<file path="src/rtl/scan_index_gen_pkg.sv">
// Shared definitions for the scan index generator and its downstream 3-to-8 decoder.
package scan_index_gen_pkg;

  localparam int SEL_W = 3;

  localparam logic [1:0] ST_IDLE  = 2'd0;
  localparam logic [1:0] ST_DWELL = 2'd1;
  localparam logic [1:0] ST_DEAD  = 2'd2;

  typedef enum logic [1:0] {
    IDLE  = ST_IDLE,
    DWELL = ST_DWELL,
    DEAD  = ST_DEAD
  } scan_state_e;

  typedef struct packed {
    logic             wrap;
    logic [SEL_W-1:0] sel;
  } adv_t;

  // Next index for one advance; out-of-range indices fold back onto the wrap point.
  function automatic adv_t next_index(input logic [SEL_W-1:0] sel,
                                      input logic [SEL_W-1:0] last_idx,
                                      input logic             dir);
    adv_t r;
    r.wrap = 1'b0;
    r.sel  = sel;
    if (!dir) begin
      if (sel >= last_idx) begin
        r.sel  = '0;
        r.wrap = 1'b1;
      end else begin
        r.sel = sel + 1'b1;
      end
    end else begin
      if (sel == '0 || sel > last_idx) begin
        r.sel  = last_idx;
        r.wrap = 1'b1;
      end else begin
        r.sel = sel - 1'b1;
      end
    end
    return r;
  endfunction

endpackage

</file>
<file path="src/rtl/scan_index_gen_dwell_timer.sv">
// Loadable down-counter shared by the dwell and dead-time intervals.
module scan_dwell_timer #(
  parameter int W = 4
) (
  input  logic         clk,
  input  logic         rst_n,
  input  logic         clr_i,
  input  logic         load_i,
  input  logic [W-1:0] load_val_i,
  input  logic         en_i,
  output logic         zero_o
);

  logic [W-1:0] cnt_q, cnt_d;

  // NOTE: every always_comb output gets a default first so no latch is inferred.
  always_comb begin
    cnt_d = cnt_q;
    if (clr_i)                    cnt_d = '0;
    else if (load_i)              cnt_d = load_val_i;
    else if (en_i && cnt_q != '0) cnt_d = cnt_q - 1'b1;
  end

  // NOTE: sequential state uses non-blocking assignments only.
  always_ff @(posedge clk or negedge rst_n) begin
    if (!rst_n) cnt_q <= '0;
    else        cnt_q <= cnt_d;
  end

  assign zero_o = (cnt_q == '0);

endmodule

</file>
<file path="src/rtl/scan_index_gen.sv">
// Scan index generator: steps a 3-bit decoder index with programmable dwell and
// blanking dead time, plus manual stepping while idle.
module scan_index_gen
  import scan_index_gen_pkg::*;
#(
  parameter int CLK_DIV     = 50000,
  parameter int DEAD_CYCLES = 4
) (
  input  logic             clk,
  input  logic             rst_n,
  input  logic             en,
  input  logic [SEL_W-1:0] last_idx,
  input  logic             dir,
  input  logic             step,
  output logic [SEL_W-1:0] sel,
  output logic             blank,
  output logic             wrap
);

  localparam int TMAX = (CLK_DIV > DEAD_CYCLES) ? CLK_DIV : DEAD_CYCLES;
  localparam int TW   = $clog2(TMAX) + 1;

  // The timer holds the cycles still to go after the loading edge; zero marks the final one.
  localparam logic [TW-1:0] DWELL_LOAD = TW'(CLK_DIV - 1);
  localparam logic [TW-1:0] DEAD_LOAD  = TW'((DEAD_CYCLES > 0) ? DEAD_CYCLES - 1 : 0);
  localparam bit            NO_DEAD    = (DEAD_CYCLES == 0);

  scan_state_e      state_q, state_d;
  logic [SEL_W-1:0] sel_q, sel_d;
  logic             blank_q, blank_d;
  logic             wrap_q, wrap_d;

  logic             tmr_clr, tmr_load, tmr_dec, tmr_zero;
  logic [TW-1:0]    tmr_val;
  logic             advance;
  adv_t             nxt;

  scan_dwell_timer #(.W(TW)) u_timer (
    .clk       (clk),
    .rst_n     (rst_n),
    .clr_i     (tmr_clr),
    .load_i    (tmr_load),
    .load_val_i(tmr_val),
    .en_i      (tmr_dec),
    .zero_o    (tmr_zero)
  );

  assign nxt = next_index(sel_q, last_idx, dir);

  always_comb begin
    state_d  = state_q;
    tmr_clr  = 1'b0;
    tmr_load = 1'b0;
    tmr_dec  = 1'b0;
    tmr_val  = DWELL_LOAD;
    advance  = 1'b0;

    if (!en) begin
      // Dropping en always wins, even over a timer expiring on the same edge.
      state_d = IDLE;
      tmr_clr = 1'b1;
      advance = (state_q == IDLE) && step;
    end else begin
      unique case (state_q)
        IDLE: begin
          state_d  = DWELL;
          tmr_load = 1'b1;
        end
        DWELL: begin
          if (!tmr_zero) begin
            tmr_dec = 1'b1;
          end else if (NO_DEAD) begin
            tmr_load = 1'b1;
            advance  = 1'b1;
          end else begin
            state_d  = DEAD;
            tmr_load = 1'b1;
            tmr_val  = DEAD_LOAD;
          end
        end
        DEAD: begin
          if (!tmr_zero) begin
            tmr_dec = 1'b1;
          end else begin
            state_d  = DWELL;
            tmr_load = 1'b1;
            advance  = 1'b1;
          end
        end
        default: begin
          state_d = IDLE;
          tmr_clr = 1'b1;
        end
      endcase
    end

    sel_d   = advance ? nxt.sel : sel_q;
    wrap_d  = advance && nxt.wrap;
    blank_d = (state_d != DWELL);
  end

  always_ff @(posedge clk or negedge rst_n) begin
    if (!rst_n) begin
      state_q <= IDLE;
      sel_q   <= '0;
      blank_q <= 1'b1;
      wrap_q  <= 1'b0;
    end else begin
      state_q <= state_d;
      sel_q   <= sel_d;
      blank_q <= blank_d;
      wrap_q  <= wrap_d;
    end
  end

  assign sel   = sel_q;
  assign blank = blank_q;
  assign wrap  = wrap_q;

endmodule
</file>
<file path="config.mk">
export PLATFORM = sky130hd
export DESIGN_NAME = scan_index_gen
export DESIGN_NICKNAME = d
export VERILOG_FILES = /design/src/rtl/scan_index_gen_pkg.sv /design/src/rtl/scan_index_gen_dwell_timer.sv /design/src/rtl/scan_index_gen.sv
export SDC_FILE = /design/constraint.sdc
export NUM_CORES = 1
export LEC_CHECK = 0
export CORE_ASPECT_RATIO = 0.7
export CORE_MARGIN = 2
export CORE_UTILIZATION = 30
export CTS_BUF_LIST = sky130_fd_sc_hd__clkbuf_2 sky130_fd_sc_hd__clkbuf_4 sky130_fd_sc_hd__clkbuf_8
export DETAILED_ROUTE_END_ITERATION = 10
export DONT_BUFFER_PORTS = 1
export GPL_ROUTABILITY_DRIVEN = 0
export GPL_TIMING_DRIVEN = 0
export MAX_ROUTING_LAYER = met4
export SYNTH_ARGS = -nofsm -noshare
export SYNTH_HDL_FRONTEND = slang
export SYNTH_HIERARCHICAL = 1
export SYNTH_SLANG_ARGS = --single-unit
</file>
<file path="constraint.sdc">
create_clock -name clk -period 2.97 [get_ports clk]
set_input_delay 0.594 -clock clk [delete_from_list [all_inputs] [get_ports clk]]
set_output_delay 0.594 -clock clk [all_outputs]
set_load 0.01 [all_outputs]
</file>
After elaboration in Yosys (flattened, before gate mapping) --
Index checks and enable logic that the tools add are counted.
Storage, ports and cells: flip-flop bits (word level) 24, bits in latches 0, memory bits (writable) 0, bits in read-only memories 0, input port bits 8, logic and storage cells 49, memories kept 0
Cells by class: $add $sub $neg 3, multipliers 0, div/mod/pow operators 0, $lt $le $gt $ge 2, eq/ne operators 3, shifts and indexed selects 0, multiplexer cells 25, bitwise logic cells 0, reductions and logical operators 11
Operators with widths (number):
- 17-bit 2-to-1 mux | 3
- 16-bit 2-to-1 mux | 3
- 17-bit logical NOT | 1
- 17-bit nonzero test | 1
- 17-bit by 1-bit subtractor with 17-bit output, second input constant | 1
- 1-bit 2-to-1 mux | 11
- 2-bit 2-to-1 mux | 3
- 3-bit 2-to-1 mux | 2
- 2-bit case mux with 3 select lines | 1
- 4-bit 2-to-1 mux | 1
- 3-bit by 1-bit adder with 3-bit output, second input constant | 1
- 3-bit >= comparator | 1
- 3-bit greater-than comparator | 1
- 1-bit logical AND | 3
- 3-bit logical NOT | 1
- 3-bit nonzero test | 1
- 3-bit OR reduction | 1
- 3-bit by 1-bit subtractor with 3-bit output, second input constant | 1
- 2-bit by 1-bit equality test with 1-bit output, second input constant | 1
- 2-bit equality test, second input constant | 1
- 2-bit logical NOT | 1
- 2-bit by 1-bit inequality test with 1-bit output, second input constant | 1
- 1-bit case mux with 2 select lines | 1
- 2-bit OR reduction | 1
- 1-bit logical OR | 1

Longest topological paths before layout --
depth in word-level cells 8, depth in mapped cells 11

Hierarchy --
The synthesis kept the hierarchy.
By module, submodules not included:
- scan_dwell_timer | instances 1, cells each 135, area an instance 1214.9 um^2
- scan_index_gen | instances 1, cells each 75, area an instance 648.1 um^2

Worst setup path after synthesis --
OpenSTA, ideal clock, no wires.
path kind flip-flop to flip-flop, start register u_timer.cnt_q[0], end register u_timer.cnt_q[3], arrival time 2.932 ns, data required time 2.845 ns, path slack -0.088 ns, cell stages (with the launch flop) 11, path buffers 0, path through dfrtp_1 inv_1 ha_1 or4b_2 nor4_2 inv_1 and3_1 inv_1 a41oi_1 and4_1 a2111oi_0
Between the ends: longest elaborated chain between the ends 6
RTL lines:
- start, declared | line scan_index_gen_dwell_timer.sv:14 | logic [W-1:0] cnt_q, cnt_d;
- start signal, assigned | line scan_index_gen_dwell_timer.sv:27 | else cnt_q <= cnt_d;
- 17-bit logical NOT | line scan_index_gen_dwell_timer.sv:30 | assign zero_o = (cnt_q == '0);
- net tmr_zero | line scan_index_gen.sv:33 | logic tmr_clr, tmr_load, tmr_dec, tmr_zero;
- 1-bit 2-to-1 mux | line scan_index_gen.sv:70, scan_index_gen.sv:82
- 1-bit 2-to-1 mux
- 1-bit 2-to-1 mux | line scan_index_gen.sv:58 | if (!en) begin
- net tmr_dec | line scan_index_gen.sv:33
- 1-bit logical AND | line scan_index_gen_dwell_timer.sv:21 | else if (en_i && cnt_q != '0) cnt_d = cnt_q - 1'b1;
- 3-bit nonzero test (no source line)
The timed path passes the listed nets, and every way through them passes these cells. The select of a mux whose other input is x is not followed. A chain may end at the register's enable or synchronous reset.

Final worst setup path --
start register u_timer.cnt_q[0], end register u_timer.cnt_q[13]
Between the ends: longest elaborated chain between the ends 6
RTL lines:
- 17-bit logical NOT (*) | line scan_index_gen_dwell_timer.sv:30
- net tmr_zero | line scan_index_gen.sv:33
- 1-bit 2-to-1 mux (*) | line scan_index_gen.sv:82 | if (!tmr_zero) begin
- 1-bit case mux with 2 select lines (*) | line scan_index_gen.sv:64 | unique case (state_q)
- 1-bit 2-to-1 mux (*) | line scan_index_gen.sv:58
- net tmr_load | line scan_index_gen.sv:33
- 17-bit 2-to-1 mux | line scan_index_gen_dwell_timer.sv:20 | else if (load_i) cnt_d = load_val_i;
- 17-bit 2-to-1 mux | line scan_index_gen_dwell_timer.sv:19 | if (clr_i) cnt_d = '0;
Mark *: on every way through the listed nets, which the timed path passes. The rest lies on a longest branch. The select of a mux whose other input is x is not followed.

==> results.py <==
metrics = {
    "clock_tree": {
        "clkSlewWorstSetupHoldPaths_ns": 0.08,
        "clock_latency_ns": 0.27,
        "root_buffer": "clkbuf_8",
        "clock_path_buffers": 2,
        "cts_buffers": 3,
        "h-tree-depth": 1,
        "cts.sink_count": 24,
        "cts_tree": "yes",
    },
    "setup_path": {
        "crit_fanout": 10,
        "crit_arrival_ns": 2.97,
        "worst-r2r-cell-count": 11,
        "worstSetupStartpointType": "flop",
        "cp_data_required_time_ns": 3.13,
        "critical_path.cell_chain": "inv_1 -> ha_1 -> or4b_4 -> nor4_4 -> buf_4 -> a21oi_1 -> nor2_1 -> clkbuf_2 -> inv_1 -> clkbuf_2 -> o2111a_1",
        "cp-end-kind": "flop",
        "slowest_delay_ns": 0.53,
        "crit_type": "reg2reg",
        "crit_slowest_cell": "or4b_4",
    },
    "run": {
        "cap_violations": 0,
    },
    "worst_hold_path": {
        "hp-class": "in2async",
    },
    "synthesis": {
        "syn_area_um2": 1863,
        "syn_inst": 210,
        "ys_seq_area_frac": 0.3230,
        "synth.distinct_cells": 59,
        "async_flop_share": 1.000,
        "yosys_warnings": 6,
        "ys.flop_type": "dfrtp_1",
        "ys_seq_elements": 24,
        "synth_enable_flop_cells": 0,
        "synth_area_per_cell_um2": 8.872,
    },
    "layout": {
        "area_growth_pct": 13.83,
        "final_area_um2": 2121,
        "final_util": 0.3613,
        "drive_gt1_frac": 0.1504,
        "layout.nets": 246,
        "fin_cells": 301,
        "antennaDiodeCount": 0,
    },
    "global_route": {
        "grt_start_max_net_pins": 24,
        "grt_use_total": 0.1521,
        "top_usage_layer": "met1",
        "gr-total-overflow": 0,
        "grt_pass1_vias": 1568,
        "grt_pass1_wl_mm": 8.238,
        "met1_usage": 0.2284,
        "global_route.usage.met2": 0.2116,
        "grt_antenna_before_repair": 0,
        "grtUsageMet3": 0.02402,
    },
    "sta": {
        "fin_crit_ns": 2.800,
        "setup_ws_ns": 0.1698,
        "clock.fmax_mhz": 357.1,
        "tightest_slew_ns": 0.7165,
        "slew_violations": 0,
        "post-route-period-util": 0.9428,
        "setup_viol": 0,
        "final-hold-violation-count": 0,
        "fin_tns_setup_ns": 0,
        "max_slew_margin": 0.5179,
        "fin_skew_ns": 0.002935,
    },
    "floorplanning": {
        "io-pin-count": 13,
        "core_um2": 5871,
        "start_util": 0.3173,
        "die_x_um": 98.19,
        "die_h_um": 69.93,
        "die_area_um2": 6866,
        "std_cell_rows": 23,
    },
    "run_status": {
        "status": "finished clean",
    },
    "route": {
        "ant_nets": 0,
        "first_pass_iters": 4,
        "routedWlPerCell_um": 15.98,
        "drt-initial-drc-count": 106,
        "drc": 0,
        "drt-total-wl_mm": 4.811,
        "vias_per_cell": 5.631,
        "vias": 1695,
    },
    "power_and_ir_drop": {
        "ir_worst_vdd_mv": 0.1733,
        "p_per_area_nw_per_um2": 602.9,
        "p_leak_nw": 0.8618,
    },
    "place": {
        "hpwl_mm": 3.581,
        "post_dp_cell_area_um2": 1996,
        "port_buffers": 0,
        "dp_cells": 293,
        "dpl_worst_slack_ns": -0.5155,
    },
}
## placed cells by master, fill, tap and decap left out, types with 3 or more instances in the layout
cell type,n
inv_1,16
or4_1,4
a211oi_1,4
o21ai_0,8
nand4_1,5
a311oi_1,5
a311o_1,3
clkbuf_8,4
nand3_1,7
nor2_1,18
o31ai_1,4
conb_1,10
clkbuf_2,5
or3_1,4
nor2b_1,3
nand2b_1,7
or4_4,4
a21oi_1,7
ha_1,11
buf_4,5
dfrtp_1,23
nor3_1,5
nor4_1,4
a31oi_1,3
nand2_1,12
## per-layer routing
| metal | share of wire | routed length, µm |
|---|---|---|
| met2 | 0.42 | 2013 |
| met4 | 0.0083 | 40 |
| met1 | 0.54 | 2605 |
| met5 | 0 | 0 |
| met3 | 0.032 | 153 |
## final timing paths
check	to	startpoint	slack, ns
min	u_timer/cnt_q[8]$_DFFE_PN0P_	rst_n	0.12
min reg2reg	u_timer/cnt_q[11]$_DFFE_PN0P_	u_timer/cnt_q[11]$_DFFE_PN0P_	0.64
max in group asynchronous	u_timer/cnt_q[5]$_DFFE_PN0P_	rst_n	2.70
max	u_timer/cnt_q[13]$_DFFE_PN0P_	u_timer/cnt_q[0]$_DFFE_PN0P_	0.17
max reg2reg	u_timer/cnt_q[13]$_DFFE_PN0P_	u_timer/cnt_q[0]$_DFFE_PN0P_	0.17
min in group clk	sel[0]$_DFFE_PN0P_	dir	0.48
## stage by stage
| step | total power [mW] | hold WS [ns] |
|---|---|---|
| finish | 1.279 | 0.1240 |
| global route | 1.387 | 0.1168 |
| CTS | 1.275 | 0.1167 |
| detailed placement | 1.016 | 0.2994 |
| global placement | 1.011 | 0.2993 |
| floorplan | 0.8894 | 0.2984 |
## cell usage after synthesis, types with 2 or more instances
cell           count  area share
a311o_1            3       0.016
a31oi_1            3       0.010
clkbuf_1           3      0.0060
a221oi_1           2      0.0094
o32ai_1            2      0.0094
nand4_1            5       0.017
nand3_1            7       0.019
dlygate4sd1_1      2      0.0094
inv_1             16       0.032
and3_1             3       0.010
or4_1              5       0.020
nor2_1            18       0.036
a211oi_1           4       0.016
nor2b_1            3       0.010
nor4_1             4       0.013
a21oi_1            7       0.019
nor4_2             2       0.013
nor4b_1            2      0.0094
o211ai_1           2      0.0081
or3_1              4       0.013
o311a_1            2       0.011
o31ai_1            4       0.016
conb_1             2      0.0040
or4_4              2       0.012
dfrtp_1           23        0.31
ha_1              11       0.074
or4_2              2      0.0094
nor3_1             5       0.013
nand2_1           12       0.024
nand2b_1           7       0.024
o221ai_1           2      0.0094
o21ai_0            8       0.021
o2111a_1           2       0.012
a311oi_1           5       0.024
a2111oi_0          2      0.0094
## critical path, delay by kind of cell, from the launching register on
| kind | cells | cell delay, ns |
|---|---|---|
| AOI/OAI and AO/OA | 2 | 0.36 |
| adders and majority gates | 1 | 0.22 |
| buffers and inverters | 5 | 0.81 |
| DFF | 1 | 0.41 |
| and+or+nand+nor | 3 | 0.89 |
## where the power goes
part | switching [mW] | internal, mW | leakage (nW)
sequential | 0.0817 | 0.377 | 0.310
clock | 0.108 | 0.119 | 0.0288
combinational | 0.346 | 0.248 | 0.523
## flip-flops by register name, summed over array words and instances (netlist names)
name           flops
u_timer/cnt_q     17
sel                3
state_q            2
blank              1
wrap               1
## logic make-up (layout without fill, tap and decap cells)
family,Yosys count,in the layout,synth area share
AO/OA/AOI/OAI,56,56,0.2438
XOR/XNOR,1,1,0.004702
adder cells (fa/ha/maj),11,11,0.07387
buffers and inverters,24,32,0.05977
flip-flops,24,24,0.3230
other,2,10,0.004031
AND/OR/NAND/NOR,92,92,0.2908
## final cells by class
class / instances / area (µm²)
buffer: 7 / 42.54
inverter: 16 / 60.06
fill: 584 / 3750
multi-input combinational: 170 / 1217
sequential: 24 / 601.8
clock buffer: 4 / 55.05
tap: 75 / 93.84
timing repair buffer: 5 / 50.05
## timing repair
action	in CTS	in global routing
pin swaps	2	1
hold buffers	1	0
setup endpoints to repair	16	16
setup buffers	4	0
resized for setup	6	7
endpoints found under the hold margin	23	0
No activity file was read; power rests on OpenSTA's default activity.
